File: config.mk
export PLATFORM = sky130hd
export DESIGN_NAME = barrel_shifter_pipe
export DESIGN_NICKNAME = d
export VERILOG_FILES = /design/src/rtl/shifter_pkg.sv /design/src/rtl/barrel_shift_stage.sv /design/src/rtl/barrel_shifter_pipe.sv
export SDC_FILE = /design/constraint.sdc
export NUM_CORES = 1
export LEC_CHECK = 0
export CAP_MARGIN = 10
export CORE_MARGIN = 2
export CORE_UTILIZATION = 51
export CTS_CLUSTER_DIAMETER = 40
export DETAILED_ROUTE_END_ITERATION = 8
export PLACE_DENSITY_LB_ADDON = 0.1
export SYNTH_ARGS = -nofsm -noshare
export SYNTH_HDL_FRONTEND = slang
export SYNTH_SLANG_ARGS = --single-unit
File: constraint.sdc
create_clock -name clk -period 1.7 [get_ports clk]
set_clock_uncertainty 0.1 [all_clocks]
set_input_delay 0.34 -clock clk [delete_from_list [all_inputs] [get_ports clk]]
set_output_delay 0.34 -clock clk [all_outputs]
set_load 0.01 [all_outputs]
File: src/rtl/shifter_pkg.sv
// shifter_pkg: mode and direction encodings plus the bit-reverse helper shared by the shifter.
package shifter_pkg;
    typedef enum logic [1:0] {
        LOGICAL = 2'b00,
        ARITH   = 2'b01,
        ROTATE  = 2'b10,
        ILLEGAL = 2'b11
    } mode_t;
    localparam logic DIR_LEFT  = 1'b0;
    localparam logic DIR_RIGHT = 1'b1;
    localparam int   MAX_W     = 64;
    function automatic logic [MAX_W-1:0] bit_rev(input logic [MAX_W-1:0] v, input int w);
        bit_rev = '0;
        for (int i = 0; i < MAX_W; i++)
            if (i < w) bit_rev[i] = v[w-1-i];
    endfunction
endpackage

File: src/rtl/barrel_shift_stage.sv
// barrel_shift_stage: one registered left shift by SHIFT (when its amt bit is set) with valid/ready hold.
module barrel_shift_stage
    import shifter_pkg::*;
#(
    parameter int WIDTH = 8,
    parameter int SHIFT = 1,
    parameter int TAG_W = 4,
    localparam int AW   = $clog2(WIDTH)
) (
    input  logic             clk,
    input  logic             reset,
    input  logic             in_valid,
    output logic             in_ready,
    input  logic [WIDTH-1:0] in_data,
    input  logic [AW-1:0]    in_amt,
    input  logic             in_dir,
    input  logic [1:0]       in_mode,
    input  logic             in_sign,
    input  logic [TAG_W-1:0] in_tag,
    input  logic             in_err,
    output logic             out_valid,
    input  logic             out_ready,
    output logic [WIDTH-1:0] out_data,
    output logic [AW-1:0]    out_amt,
    output logic             out_dir,
    output logic [1:0]       out_mode,
    output logic             out_sign,
    output logic [TAG_W-1:0] out_tag,
    output logic             out_err
);
    localparam int K = $clog2(SHIFT);
    logic [SHIFT-1:0] fill;
    logic [WIDTH-1:0] shifted;
`ifdef SHIFTER_ROTATE_EN
    assign fill = (in_mode == ROTATE) ? in_data[WIDTH-1 -: SHIFT] : {SHIFT{in_sign}};
`else
    assign fill = {SHIFT{in_sign}};
`endif
    assign shifted  = in_amt[K] ? {in_data[WIDTH-SHIFT-1:0], fill} : in_data;
    assign in_ready = !out_valid || out_ready;
    always_ff @(posedge clk) begin
        if (reset) begin
            out_valid <= 1'b0;
            out_data  <= '0;
            out_amt   <= '0;
            out_dir   <= 1'b0;
            out_mode  <= '0;
            out_sign  <= 1'b0;
            out_tag   <= '0;
            out_err   <= 1'b0;
        end else if (in_ready) begin
            out_valid <= in_valid;
            if (in_valid) begin
                out_data <= shifted;
                out_amt  <= in_amt;
                out_dir  <= in_dir;
                out_mode <= in_mode;
                out_sign <= in_sign;
                out_tag  <= in_tag;
                out_err  <= in_err;
            end
        end
    end
endmodule

File: src/rtl/barrel_shifter_pipe.sv
// barrel_shifter_pipe: pipelined logical/arithmetic/rotate barrel shifter; rotate enabled by SHIFTER_ROTATE_EN.
module barrel_shifter_pipe
    import shifter_pkg::*;
#(
    parameter int WIDTH  = 8,
    parameter int TAG_W  = 4,
    localparam int NSTG  = $clog2(WIDTH)
) (
    input  logic             clk,
    input  logic             reset,
    input  logic             in_valid,
    output logic             in_ready,
    input  logic [WIDTH-1:0] in_data,
    input  logic [NSTG-1:0]  in_amt,
    input  logic             in_dir,
    input  logic [1:0]       in_mode,
    input  logic [TAG_W-1:0] in_tag,
    output logic             out_valid,
    input  logic             out_ready,
    output logic [WIDTH-1:0] out_data,
    output logic [TAG_W-1:0] out_tag,
    output logic             out_err
);
    logic             v    [NSTG+1];
    logic             rdy  [NSTG+1];
    logic [WIDTH-1:0] d    [NSTG+1];
    logic [NSTG-1:0]  a    [NSTG+1];
    logic             dir  [NSTG+1];
    logic [1:0]       m    [NSTG+1];
    logic             sgn  [NSTG+1];
    logic [TAG_W-1:0] t    [NSTG+1];
    logic             err  [NSTG+1];
    logic             unused_ok;
    assign v[0]   = in_valid;
    assign d[0]   = (in_dir == DIR_RIGHT) ? WIDTH'(bit_rev(MAX_W'(in_data), WIDTH)) : in_data;
    assign a[0]   = in_amt;
    assign dir[0] = in_dir;
    assign m[0]   = in_mode;
    assign sgn[0] = (in_mode == ARITH) && (in_dir == DIR_RIGHT) && in_data[WIDTH-1];
    assign t[0]   = in_tag;
`ifdef SHIFTER_ROTATE_EN
    assign err[0] = in_mode == ILLEGAL;
`else
    assign err[0] = in_mode[1];
`endif
    assign in_ready  = rdy[0];
    assign rdy[NSTG] = out_ready;
    for (genvar i = 0; i < NSTG; i++) begin : g_stg
        barrel_shift_stage #(
            .WIDTH (WIDTH),
            .SHIFT (1 << i),
            .TAG_W (TAG_W)
        ) u_stg (
            .clk       (clk),
            .reset     (reset),
            .in_valid  (v[i]),
            .in_ready  (rdy[i]),
            .in_data   (d[i]),
            .in_amt    (a[i]),
            .in_dir    (dir[i]),
            .in_mode   (m[i]),
            .in_sign   (sgn[i]),
            .in_tag    (t[i]),
            .in_err    (err[i]),
            .out_valid (v[i+1]),
            .out_ready (rdy[i+1]),
            .out_data  (d[i+1]),
            .out_amt   (a[i+1]),
            .out_dir   (dir[i+1]),
            .out_mode  (m[i+1]),
            .out_sign  (sgn[i+1]),
            .out_tag   (t[i+1]),
            .out_err   (err[i+1])
        );
    end
    assign out_valid = v[NSTG];
    assign out_data  = (dir[NSTG] == DIR_RIGHT) ? WIDTH'(bit_rev(MAX_W'(d[NSTG]), WIDTH)) : d[NSTG];
    assign out_tag   = t[NSTG];
    assign out_err   = err[NSTG];
    assign unused_ok = ^{a[NSTG], m[NSTG], sgn[NSTG]};
endmodule

==> results of run 1 <==
-- per-stage QoR --
stage	setup slack, ns	area [um^2]	std cells
6_report	0.05014	2879	340
2_1_floorplan	0.1370	2286	249
3_3_place_gp	-0.4427	2775	333
3_5_place_dp	-0.4138	2775	333
5_1_grt	-0.0008650	2879	340
4_1_cts	0.02951	2814	340
-- timing repair --
item,CTS,global route
resized for setup,40,11
setup endpoints to repair,11,12
pin swaps,0,1
-- cell type report --
type                       count  share of cell area (%)
sequential                    50                   34.81
multi-input combinational    171                   40.81
clock buffer                   7                   2.651
inverter                       4                  0.5650
tap                           52                   2.260
timing repair buffer          56                   18.90
-- worst min-delay path by stage --
stage	from	endpoint	slack, ns	cells after the start
5_1_grt	g_stg[0].u_stg.out_tag[0]	g_stg[1].u_stg.out_tag[0]	0.40	2
2_1_floorplan	g_stg[0].u_stg.out_tag[0]	g_stg[1].u_stg.out_tag[0]	0.34	2
3_3_place_gp	g_stg[2].u_stg.out_tag[1]	g_stg[2].u_stg.out_tag[1]	0.36	2
6_report	g_stg[0].u_stg.out_tag[0]	g_stg[1].u_stg.out_tag[0]	0.38	2
3_5_place_dp	g_stg[1].u_stg.out_tag[0]	g_stg[2].u_stg.out_tag[0]	0.36	2
4_1_cts	g_stg[0].u_stg.out_tag[0]	g_stg[1].u_stg.out_tag[0]	0.37	2
-- flip-flops by register name, indices dropped and copies added, names as in the netlist --
signal and count:
g_stg.u_stg.out_amt 3, g_stg.u_stg.out_data 24, g_stg.u_stg.out_dir 3, g_stg.u_stg.out_err 3, g_stg.u_stg.out_sign 2, g_stg.u_stg.out_tag 12
g_stg.u_stg.out_valid 3
-- critical path: stages (launching register included) --
cell	delay [ns]
dfxtp_2	0.34
buf_12	0.12
mux2_2	0.34
buf_6	0.12
-- layout by cell type (no fill, tap or decap), types with 4 or more instances in the layout --
cell type and n:
a211oi_1 17, a21oi_1 50, buf_4 18, buf_6 8
clkbuf_8 5, clkdlybuf4s50_1 25, dfxtp_1 49, mux2_2 8
mux2i_1 17, mux4_2 6, nand3_1 22, nor2_1 4
nor3_1 9, o21ai_0 23
-- cells by family after synthesis --
kind of cell	synth area share, %
buf+inv	5.528
mux	17.30
simple gates	10.73
xor+xnor	0.3832
compound gates	22.28
flops	43.79
-- metal layers --
metal  wire (um)  vias to the layer above
li1            -                     1000
met1        2193                      877
met2        2162                       43
met3         184                        6
met4          63                        0
met5           0                        -
-- power breakdown --
group / internal [mW] / total [mW] / switching (mW)
Combinational: 0.179 / 0.322 / 0.144
Sequential: 1.23 / 1.27 / 0.0403
Clock: 0.284 / 0.637 / 0.353
Total: 1.69 / 2.23 / 0.537
==> metrics.md, run 1 <==
| Metric | Value |
|---|---|
| Port buffer count | `36` |
| CP Max Fanout | `9` |
| Hold_ws | `0.3772 ns` |
| R2r startpoint | `g_stg[1].u_stg.out_valid` |
| Vias in the first global route | `approximately 1,900` |
| Outcome | `finished, final reports clean` |
| CTS tree | `built` |
| Htree depth | `2` |
| Worst Hold Class | `flop to flop` |
| Initial DRT Pass Iterations | `4` |
| Antenna violation net count after detailed routing | `0` |
| First-pass GRT wire length | `8293 um` |
| Synth Warn # | `0` |
| Core area | `0.004324 mm^2` |
| Largest net degree at the start of global routing | `just over 50` |
| Crit end category | `primary output` |
| Leakage | `1.008 nW` |
| CP Capture Point | `out_data[1]` |
| Fin. Hold Viols | `0` |
| Mean Syn Cell Area | `9.180 um^2` |
| WL per Instance | `13.54 um` |
| Leading area contributor after synthesis | `dfxtp_1` |
| Max-Cap Viols | `0` |
| DP HPWL | `3296 um` |
| FF-to-FF End | `g_stg[0].u_stg.out_sign` |
| Num CTS Buffers | `5` |
| Setup violations, final | `0` |
| Gr ovfl total | `0` |
| Die Wd | `70.95 um` |
| Worst Path Arrival | `1.21 ns` |
| Grt met3 use | `3.989%` |
| Final GP Congestion | `0.8083` |
| Grt peak-use layer | `met2` |
| M2 GR Usage | `approximately 34%` |
| WS Path Type | `flop to primary output` |
| EDFF count, synth | `0` |
| Pwr Total | `2.226 mW` |
| # hold bufs at CTS | `0` |
| Die Footprint | `0.005034 mm^2` |
| Top cells by count, synth | `a21oi_1, dfxtp_1, o21ai_0` |
| Startpoint types | `flop` |
| Diode count | `0` |
| Synth Instances | `249` |
| Fmax | `0.6061 GHz` |
| Worst skew pair latency | `0.29 ns` |
| Multi-input logic area | `0.001175 mm^2` |
| Synthesized cell area | `0.002286 mm^2` |
| Height of the die | `70.95 um` |
| Synth cell types | `26` |
| Seq. cell area | `0.001002 mm^2` |
| Filler instances | `391` |
| Async set or reset register ratio after synthesis | `0%` |
| Final period utilization | `97.05%` |
| Clk sinks | `50` |
| CTS Buffer Depth | `2` |
| Vias | `a little under 2,000` |
| Peak supply drop | `513.0 uV` |
| Area grow syn2layout | `25.94%` |
| Postcts setup bufs | `0` |
| Area contributors post-synth | `dfxtp_1, a21oi_1, mux2i_1` |
| Routed wire length | `4604 um` |
| Synth Register Bits | `50` |
| Initial core utilization | `52.86%` |
| Share of cells above drive strength 1 | `18.75%` |
| Final Max Slew Viols | `0` |
| Slew @ Worst Pin | `approximately 0.5 ns` |
| Synth top area share | `between 40% and 50%` |
| Seq/Total Area, Yosys | `between 40% and 50%` |
| # DRC | `0` |
| Core Rows | `24` |
| Met1 Use GR | `roughly a quarter` |
| Reg2Reg Depth | `4` |
| Synth Flop Type | `dfxtp_1` |
| R2r setup slk | `about 0.11 ns` |
| Slew headroom | `66.08%` |
| Vias per cell | `5.665` |
| Root buf cell | `clkbuf_8` |
| IO Count | `37` |
| Reg clk slew, reported paths | `approximately 0.080 ns` |
| RSZ-0062 raised after global routing | `yes` |
| Final nets | `310` |
| Post-layout min period | `1.650 ns` |
| Total GRT Usage | `19.98%` |
| Syn Nets | `271` |
| Sum Neg Setup Slack | `0 ns` |
| Final core utilization | `66.58%` |
| CP startpoint | `g_stg[2].u_stg.out_dir` |
| Critical Path RT | `roughly 1.3 ns` |
| P per Cell Area | `773.2 mW/mm^2` |
| Initial DRC count | `around 110` |
| Antenna violations before repair | `0` |
No activity file was read; power rests on OpenSTA's default activity.
==> run 2, diff against run 1 <==
--- a/config.mk
+++ b/config.mk
@@ -11,6 +11,7 @@
 export CTS_CLUSTER_DIAMETER = 40
 export DETAILED_ROUTE_END_ITERATION = 8
 export PLACE_DENSITY_LB_ADDON = 0.1
+export REMOVE_ABC_BUFFERS = 1
 export SYNTH_ARGS = -nofsm -noshare
 export SYNTH_HDL_FRONTEND = slang
 export SYNTH_SLANG_ARGS = --single-unit
==> metrics.md, run 2 (synthesis gave the netlist of run 1 again) <==
| Metric | Value |
|---|---|
| Outcome | `finished, final reports clean` |
| Largest net degree at the start of global routing | `between 50 and 60` |
| Part of the power in combinational logic | `14.2%` |
| Num CTS Buffers | `5` |
| Gr ovfl total | `0` |
| Antenna violations before repair | `0` |
| Fin. Hold Viols | `0` |
| Switching pwr | `about 0.56 mW` |
| Hold path endpoint | `g_stg[1].u_stg.out_tag[0]` |
| Critical Path RT | `1.26 ns` |
| Total GRT Usage | `19.80%` |
| Layout Cells excl Fill | `340` |
| Vias per cell | `about 5.7` |
| Diode count | `0` |
| Setup violations, final | `0` |
| CP max stage cell | `dfxtp_2` |
| CP startpoint | `g_stg[2].u_stg.out_dir` |
| Final GP Congestion | `0.7937` |
| Antenna violation net count after detailed routing | `0` |
| # hold bufs at CTS | `0` |
| R2r setup slk | `0.10 ns` |
| Hold_ws | `0.3643 ns` |
| Vias | `between 1,500 and 2,000` |
| # DRC | `0` |
| Flop pwr share | `55.3%` |
| Port buffer count | `36` |
| Initial core utilization | `52.86%` |
| Dpl cells | `332` |
| Most flops, register | `g_stg.u_stg.out_data` |
| CP Max Fanout | `8` |
| CP bufs+invs | `2` |
| Crit end category | `primary output` |
| Height of the die | `70.95 um` |
| Slew headroom | `64.38%` |
| Switching share of power | `24.26%` |
| P per Cell Area | `between 700 and 800 mW/mm^2` |
| Final WS setup | `0.02015 ns` |
| Cell Chain, Critical Path | `buf_12, mux2_2, buf_6` |
| R2r startpoint | `g_stg[0].u_stg.out_valid` |
| Final Max Slew Viols | `0` |
| Hold Path Depth | `2` |
| Die Footprint | `0.005034 mm^2` |
| Vias in the first global route | `1,842` |
| Worst skew pair latency | `approximately 0.30 ns` |
| Reg2Reg Depth | `4` |
| Max-Cap Viols | `0` |
| FF-to-FF End | `g_stg[0].u_stg.out_sign` |
| RSZ-0062 raised after global routing | `yes` |
| Sum Neg Setup Slack | `0 ns` |
| Commonest non-fill, non-tap cells in the layout | `a21oi_1, dfxtp_1, clkdlybuf4s50_1` |
| Worst Hold Class | `flop to flop` |
| Routed wire length | `4669 um` |
| Reg clk slew, reported paths | `0.09 ns` |
| Delay-heaviest family, CP | `flip-flops` |
| Biggest registers after layout | `g_stg.u_stg.out_data: 24 flops, g_stg.u_stg.out_tag: 12 flops` |
| Core area | `about 0.0043 mm^2` |
| Area grow syn2layout | `27.64%` |
| Clock group share of total power | `30.6%` |
| Worst Path Arrival | `between 1 and 1.5 ns` |
| Slew @ Worst Pin | `0.5323 ns` |
| CTS Buffer Depth | `2` |
| Core Rows | `24` |
| Peak supply drop | `360.6 uV` |
| Share of cells above drive strength 1 | `19.44%` |
| Initial DRC count | `63` |
| WL per Instance | `roughly 14 um` |
| Die Wd | `70.95 um` |
| Root buf cell | `clkbuf_8` |
| Worst Hold Launch | `g_stg[0].u_stg.out_tag[0]` |
| First-pass GRT wire length | `between 8000 and 9000 um` |
| Dpl ws | `-0.4556 ns` |
| Largest register FFs | `24` |
| Clk sinks | `50` |
| Leakage | `around 1 nW` |
| Fmax | `0.5953 GHz` |
| Final period utilization | `about 99%` |
| WS Path Type | `flop to primary output` |
| Internal Power | `1.737 mW` |
| Htree depth | `2` |
| DP HPWL | `3375 um` |
| Startpoint types | `flop` |
| Crit-path max cell delay | `approximately 0.36 ns` |
| Final nets | `309` |
| Commonest non-fill, non-tap cell in the layout | `a21oi_1` |
| IO Count | `37` |
| CTS tree | `built` |
| Initial DRT Pass Iterations | `4` |
| Post-layout min period | `around 1.7 ns` |
==> run 2: per-stage QoR <==
step           power (mW)  area, um^2  utilization (%)
6_report            2.294        2918            67.48
5_1_grt             2.393        2918            67.48
4_1_cts             2.297        2855            66.03
3_5_place_dp        1.616        2793            64.58
3_3_place_gp        1.608        2793            64.58
2_1_floorplan       1.444        2175                -
==> run 2: repair_timing <==
item	CTS	global route
setup buffers	0	0
gates resized for setup	41	14
pin swaps	0	1
setup endpoints to repair	11	11
==> run 2: worst min-delay path, cell delays in order, from the launching register on <==
cell and delay (ns):
dfxtp_1 0.31, nand3_1 0.06, a21oi_1 0.05
==> run 2: layout make-up <==
class / instances / area, um^2
fillers: 402 / 1406
multi-input cells: 171 / 1177
flip-flops and latches: 50 / 1005
repair buffers: 55 / 563.0
clock buffers: 7 / 86.33
well taps: 52 / 65.06
inverters: 4 / 16.27
clock inverters: 1 / 5.005
==> run 2: how the worst max path moves through the flow <==
| stage | end | slack (ns) | depth (start not counted) |
|---|---|---|---|
| global route | out_data[6] | -0.03 | 3 |
| floorplan | g_stg[0].u_stg.out_data[0] | -0.32 | 4 |
| finish | out_data[3] | 0.02 | 3 |
| global placement | in_ready | -0.47 | 4 |
| detailed placement | in_ready | -0.46 | 4 |
| CTS | out_data[1] | -0.001 | 3 |
==> run 2: routing by layer <==
layer	track usage, %	vias up	share of wire (%)
met1	24.68	897	47
met2	33.96	36	48
li1	-	996	-
met3	4.274	6	3.3
met4	6.918	0	1.5
met5	0	-	0
==> run 2: power groups by stage <==
stage	logic, mW	registers (mW)	clock network, mW
after CTS	0.312	1.27	0.717
after global placement	0.315	1.29	0
final	0.325	1.27	0.701
after global routing	0.357	1.28	0.758
after floorplan	0.153	1.29	0
after detailed placement	0.321	1.30	0
